$ cat src/rtl/self_test_sorter.sv
// Stack-sort / chip-ID assignment engine for the 3D self-test path.
// Adopts an ID from the die below, then beacons the next ID upward with stepped TX power.
module self_test_sorter #(
  parameter int unsigned ID_W      = 4,
  parameter int unsigned PWR_W     = 4,
  parameter int unsigned PWR_INIT  = 1,
  parameter int unsigned MAX_PWR   = 15,
  parameter int unsigned TIMEOUT   = 20,
  parameter logic [15:0] SYNC_WORD = 16'hBEEF,
  parameter logic [3:0]  FRM_TYPE  = 4'hA,
  localparam int unsigned DATA_W   = 20 + PWR_W + 2 * ID_W
) (
  input  logic              clk,
  input  logic              rst,
  input  logic              f_layer,
  input  logic [DATA_W-1:0] data_in,
  input  logic              data_in_valid,
  output logic [DATA_W-1:0] data_out,
  output logic              tx_valid,
  output logic [ID_W-1:0]   chip_id,
  output logic [PWR_W-1:0]  pwr_level,
  output logic              sort_finish,
  output logic              top_layer
);

  localparam int unsigned CNT_W = (TIMEOUT > 2) ? $clog2(TIMEOUT) : 1;

  typedef enum logic [2:0] {
    S_IDLE,
    S_RX_WAIT,
    S_TX,
    S_RX_ACK,
    S_STANDBY
  } state_t;

  state_t              r_state;
  logic [CNT_W-1:0]    r_cnt;
  logic [ID_W-1:0]     r_chip_id;
  logic [PWR_W-1:0]    r_pwr;
  logic                r_top;
  logic                r_tx_valid;
  logic                r_finish;
  logic [DATA_W-1:0]   r_data_out;

  state_t              w_state_nxt;
  logic [CNT_W-1:0]    w_cnt_nxt;
  logic [ID_W-1:0]     w_chip_id_nxt;
  logic [PWR_W-1:0]    w_pwr_nxt;
  logic                w_top_nxt;
  logic                w_tx_valid_nxt;
  logic                w_finish_nxt;
  logic [DATA_W-1:0]   w_data_out_nxt;
  logic [ID_W-1:0]     w_dst_id_nxt;

  // Received frame fields
  logic [3:0]          w_rx_type;
  logic [PWR_W-1:0]    w_rx_pwr;
  logic [ID_W-1:0]     w_rx_src;
  logic [ID_W-1:0]     w_rx_dst;
  logic [15:0]         w_rx_sync;
  logic                w_beacon;
  logic                w_ack;
  logic [ID_W-1:0]     w_next_id;
  logic                w_unused_pwr;

  assign w_rx_type    = data_in[DATA_W-1 -: 4];
  assign w_rx_pwr     = data_in[DATA_W-5 -: PWR_W];
  assign w_rx_src     = data_in[16+2*ID_W-1 -: ID_W];
  assign w_rx_dst     = data_in[16+ID_W-1 -: ID_W];
  assign w_rx_sync    = data_in[15:0];
  assign w_unused_pwr = ^w_rx_pwr;

  assign w_beacon  = data_in_valid && (w_rx_sync == SYNC_WORD) && (w_rx_type == FRM_TYPE);
  assign w_next_id = r_chip_id + ID_W'(1);
  assign w_ack     = w_beacon && (w_rx_src == w_next_id);

  // State and output registers
  always_ff @(posedge clk) begin
    if (rst) begin
      r_state    <= S_IDLE;
      r_cnt      <= '0;
      r_chip_id  <= '0;
      r_pwr      <= PWR_W'(PWR_INIT);
      r_top      <= 1'b0;
      r_tx_valid <= 1'b0;
      r_finish   <= 1'b0;
      r_data_out <= '0;
    end else begin
      r_state    <= w_state_nxt;
      r_cnt      <= w_cnt_nxt;
      r_chip_id  <= w_chip_id_nxt;
      r_pwr      <= w_pwr_nxt;
      r_top      <= w_top_nxt;
      r_tx_valid <= w_tx_valid_nxt;
      r_finish   <= w_finish_nxt;
      r_data_out <= w_data_out_nxt;
    end
  end

  // Next-state logic; the beacon frame is built from next-cycle values so it is registered
  always_comb begin
    w_state_nxt   = r_state;
    w_cnt_nxt     = r_cnt;
    w_chip_id_nxt = r_chip_id;
    w_pwr_nxt     = r_pwr;
    w_top_nxt     = r_top;

    case (r_state)
      S_IDLE: begin
        if (f_layer) begin
          w_chip_id_nxt = ID_W'(1);
          w_state_nxt   = S_TX;
        end else begin
          w_state_nxt   = S_RX_WAIT;
        end
      end
      S_RX_WAIT: begin
        if (w_beacon && (w_rx_dst != '0)) begin
          w_chip_id_nxt = w_rx_dst;
          if (w_rx_dst == '1) begin
            w_state_nxt = S_STANDBY;
            w_top_nxt   = 1'b1;
          end else begin
            w_state_nxt = S_TX;
          end
        end
      end
      S_TX: begin
        w_cnt_nxt   = '0;
        w_state_nxt = S_RX_ACK;
      end
      S_RX_ACK: begin
        w_cnt_nxt = r_cnt + CNT_W'(1);
        if (w_ack) begin
          w_state_nxt = S_STANDBY;
          w_top_nxt   = 1'b0;
        end else if (r_cnt == CNT_W'(TIMEOUT - 1)) begin
          if (r_pwr == PWR_W'(MAX_PWR)) begin
            w_state_nxt = S_STANDBY;
            w_top_nxt   = 1'b1;
          end else begin
            w_pwr_nxt   = r_pwr + PWR_W'(1);
            w_state_nxt = S_TX;
          end
        end
      end
      S_STANDBY: begin
        w_state_nxt = S_STANDBY;
      end
      default: begin
        w_state_nxt = S_IDLE;
      end
    endcase

    w_dst_id_nxt   = w_chip_id_nxt + ID_W'(1);
    w_tx_valid_nxt = (w_state_nxt == S_TX);
    w_finish_nxt   = (w_state_nxt == S_STANDBY);
    w_data_out_nxt = w_tx_valid_nxt ?
                     {FRM_TYPE, w_pwr_nxt, w_chip_id_nxt, w_dst_id_nxt, SYNC_WORD} : '0;
  end

  assign data_out    = r_data_out;
  assign tx_valid    = r_tx_valid;
  assign chip_id     = r_chip_id;
  assign pwr_level   = r_pwr;
  assign sort_finish = r_finish;
  assign top_layer   = r_top;

endmodule

$ cat config.mk
export PLATFORM = sky130hd
export DESIGN_NAME = self_test_sorter
export DESIGN_NICKNAME = d
export VERILOG_FILES = /design/src/rtl/self_test_sorter.sv
export SDC_FILE = /design/constraint.sdc
export NUM_CORES = 1
export LEC_CHECK = 0
export ABC_AREA = 1
export CAP_MARGIN = 20
export CORE_MARGIN = 2
export CORE_UTILIZATION = 50
export CTS_CLUSTER_SIZE = 16
export DETAILED_ROUTE_END_ITERATION = 6
export DONT_BUFFER_PORTS = 1
export HOLD_SLACK_MARGIN = 0.15
export SLEW_MARGIN = 30
export SYNTH_ARGS = -nofsm -noshare
export SYNTH_HDL_FRONTEND = slang
export SYNTH_SLANG_ARGS = --single-unit
$ cat constraint.sdc
create_clock -name clk -period 2.9 [get_ports clk]
set_input_delay 0.58 -clock clk [delete_from_list [all_inputs] [get_ports clk]]
set_output_delay 0.58 -clock clk [all_outputs]
set_load 0.02 [all_outputs]
==> qor.yml <==
run_status:
  status: "complete, no violations"
critical_path:
  end_kind: "flop"
  cp-endpoint: "data_out[24]"
  critical-path-max-stage-delay_ns: 0.54
  worst_path_max_delay_cell: "dfxtp_1"
  setup.worst_path.start: "chip_id[0]"
  path_cells: "ha_1 -> or2_1 -> a21oi_1 -> nand2_1 -> nor2_1 -> nand2_1 -> nand3_1 -> nand2_2 -> nand3_4 -> nor2_1"
  critPathKind: "reg -> reg"
  r2r_slack_ns: 0.70
  critPathRequiredTime_ns: 3.11
  worstReg2RegEnd: "data_out[24]"
  worstRegToRegCells: 10
  crit_arrival_ns: 2.42
  cp_max_fo: 13
  rr_startpoint: "chip_id[0]"
  startpoint_type: "flop"
logic_synthesis:
  ys_warn_count: 0
  netlist.area_leader.share: 0.3469
  synth_cell_type_count: 28
  synth.area.top_cells: "dfxtp_1, nand2_1, buf_4"
  ys_ff_latch: 31
  ys_seq_area_frac: 0.3469
  netlist_area_mm2: 0.001789
  syn_inst: 260
  yosys.area.top_type: "dfxtp_1"
  synth_area_per_cell_um2: 6.882
detailed_routing:
  drt_iter0_markers: 66
  routed_wirelength_um: 3018
  viasPerCell: 4.659
  ant_nets: 0
  vias: 1379
  dr.pass1.iters: 4
  wl_per_cell_um: 10.20
  drc: 0
placed_design:
  gp_congestion: 0.8370
  portBuffers: 0
  dp_hpwl_um: 2395
timing:
  tns_ns: 0
  max_slew_margin: 0.4061
  finalSetupViolCount: 0
  tightest_slew_ns: 0.8952
  layout_min_cycle_time_ns: 2.203
  fmax_ghz: 0.4539
  finClkSkew_ns: 0.007209
  finalHoldViolCount: 0
  fin_crit_sh: 0.7597
  rsz0062_at_grt: "false"
  maxSlewViolCount: 0
clocking:
  clk_path_buf_depth: 2
  cts-root-buf: "clkbuf_4"
  h-tree-depth: 2
  clk_pin_slew_ns: 0.10
  cts_resized: 0
  post_cts_buffers: 0
  numCtsBuffers: 5
  hold_buffers: 0
  insertion_delay_ns: 0.32
  cts_tree: "built"
  clock_sinks: 31
grt:
  grt_pass1_vias: 1257
  track_usage: 0.1667
  grt_antenna_before_repair: 0
  grt_pass1_wl_um: 5423
  grt_max_degree: 17
  overflow: 0
floorplanning:
  initial_core_util: 0.5279
  die_area_mm2: 0.004073
  rows: 21
  floorplan.die.height_um: 63.82
  core_mm2: 0.003390
  die_w_um: 63.82
  ioPinCount: 79
power_and_ir_drop:
  p_seq_frac: 0.497
  swShare: 0.4383
  p_comb_frac: 0.266
  p_leak_nw: 0.7937
  pwr-share-clk: 0.237
  p_sw_w: 0.0006387
  peakVddDrop_mv: 0.3708
  p_int_w: 0.0008185
  power-per-cell-area_mw_per_mm2: 815.6
finish:
  drive_above_1_share: 0.1480
  mostFrequentLayoutCell: "nand2_1"
  fillers: 349
  utilization: 0.5271
  finalNetCount: 289
  area_growth_pct: -0.1401
  num_antenna_cells: 0
  layout_common_cells: "nand2_1, nor2_1, inv_1"
min_path:
  hold_path_class: "in -> reg"
flow_run:
  maxCapViolCount: 0
==> kinds of logic after synthesis <==
group,count (synthesis),share of synthesized area
adders and majority gates,4,0.02797
and+or+nand+nor,138,0.3643
xor gates and xnor gates,5,0.02448
other,1,0.002096
buffers and inverters,64,0.1804
AOI/OAI and AO/OA,17,0.05385
DFF,31,0.3469
==> synthesized netlist by cell type (all sizes together) <==
cell type / instances
a211oi: 1
a21oi: 9
buf: 21
clkbuf: 1
conb: 1
dfxtp: 31
ha: 4
inv: 42
nand2: 63
nand3: 14
nand4: 10
nor2: 47
nor3: 2
o21ai: 6
o22ai: 1
or2: 2
xnor2: 3
xor2: 2
==> cell type report <==
class                           instances  area (µm²)  share of cell area
Sequential cell                        31       624.3              0.3494
Tap cell                               46       57.56             0.03221
Inverter                               42       157.7             0.08824
Clock inverter                          2       35.03             0.01961
Clock buffer                            6       51.30             0.02871
Multi-Input combinational cell        169       860.8              0.4818
==> flip-flops by register name (all words and copies together), names as in the netlist <==
name / cells
data_out: 13
r_cnt: 5
chip_id: 4
pwr_level: 4
r_state: 3
sort_finish: 1
top_layer: 1
==> worst max-delay path: cells and delay by family, from the launching register on <==
kind / cells / cell delay (ns)
AND/OR/NAND/NOR: 8 / 1.13
AO/OA/AOI/OAI: 1 / 0.12
flip-flops: 1 / 0.54
adder cells (fa/ha/maj): 1 / 0.30
==> layer usage <==
metal,global-route usage,up-vias,part of all wire
met5,0,-,0
met3,0.06514,2,0.068
met4,0.04891,0,0.0033
li1,-,753,-
met2,0.2539,44,0.43
met1,0.2171,580,0.50
==> worst min-delay path by stage <==
stage                     startpoint    endpoint  depth (start not counted)
final                            rst  r_state[0]                          1
after global routing             rst  r_state[2]                          1
after CTS                        rst  r_state[2]                          1
after detailed placement    r_cnt[4]    r_cnt[4]                          1
after global placement      r_cnt[4]    r_cnt[4]                          1
after floorplan             r_cnt[4]    r_cnt[4]                          1
==> power groups by stage <==
stage / registers [W] / clock network, W / logic, W
floorplan: 0.000609 / 0 / 0.000573
global placement: 0.000735 / 0 / 0.000391
detailed placement: 0.000733 / 0 / 0.000394
CTS: 0.000726 / 0.000358 / 0.000395
global route: 0.000742 / 0.000385 / 0.000449
finish: 0.000724 / 0.000346 / 0.000387
==> stage by stage <==
| step | cell area (µm²) | hold slack, ns | total power, W | instances | setup WS (ns) |
|---|---|---|---|---|---|
| floorplan | 1804 | 0.4225 | 0.001181 | 264 | 0.9246 |
| global placement | 1700 | 0.4458 | 0.001126 | 288 | 0.6847 |
| detailed placement | 1700 | 0.4490 | 0.001127 | 288 | 0.6765 |
| CTS | 1787 | 0.2983 | 0.001478 | 296 | 0.6512 |
| global route | 1787 | 0.2779 | 0.001576 | 296 | 0.4819 |
| finish | 1787 | 0.3166 | 0.001457 | 296 | 0.6967 |
No activity file was read; power rests on OpenSTA's default activity.
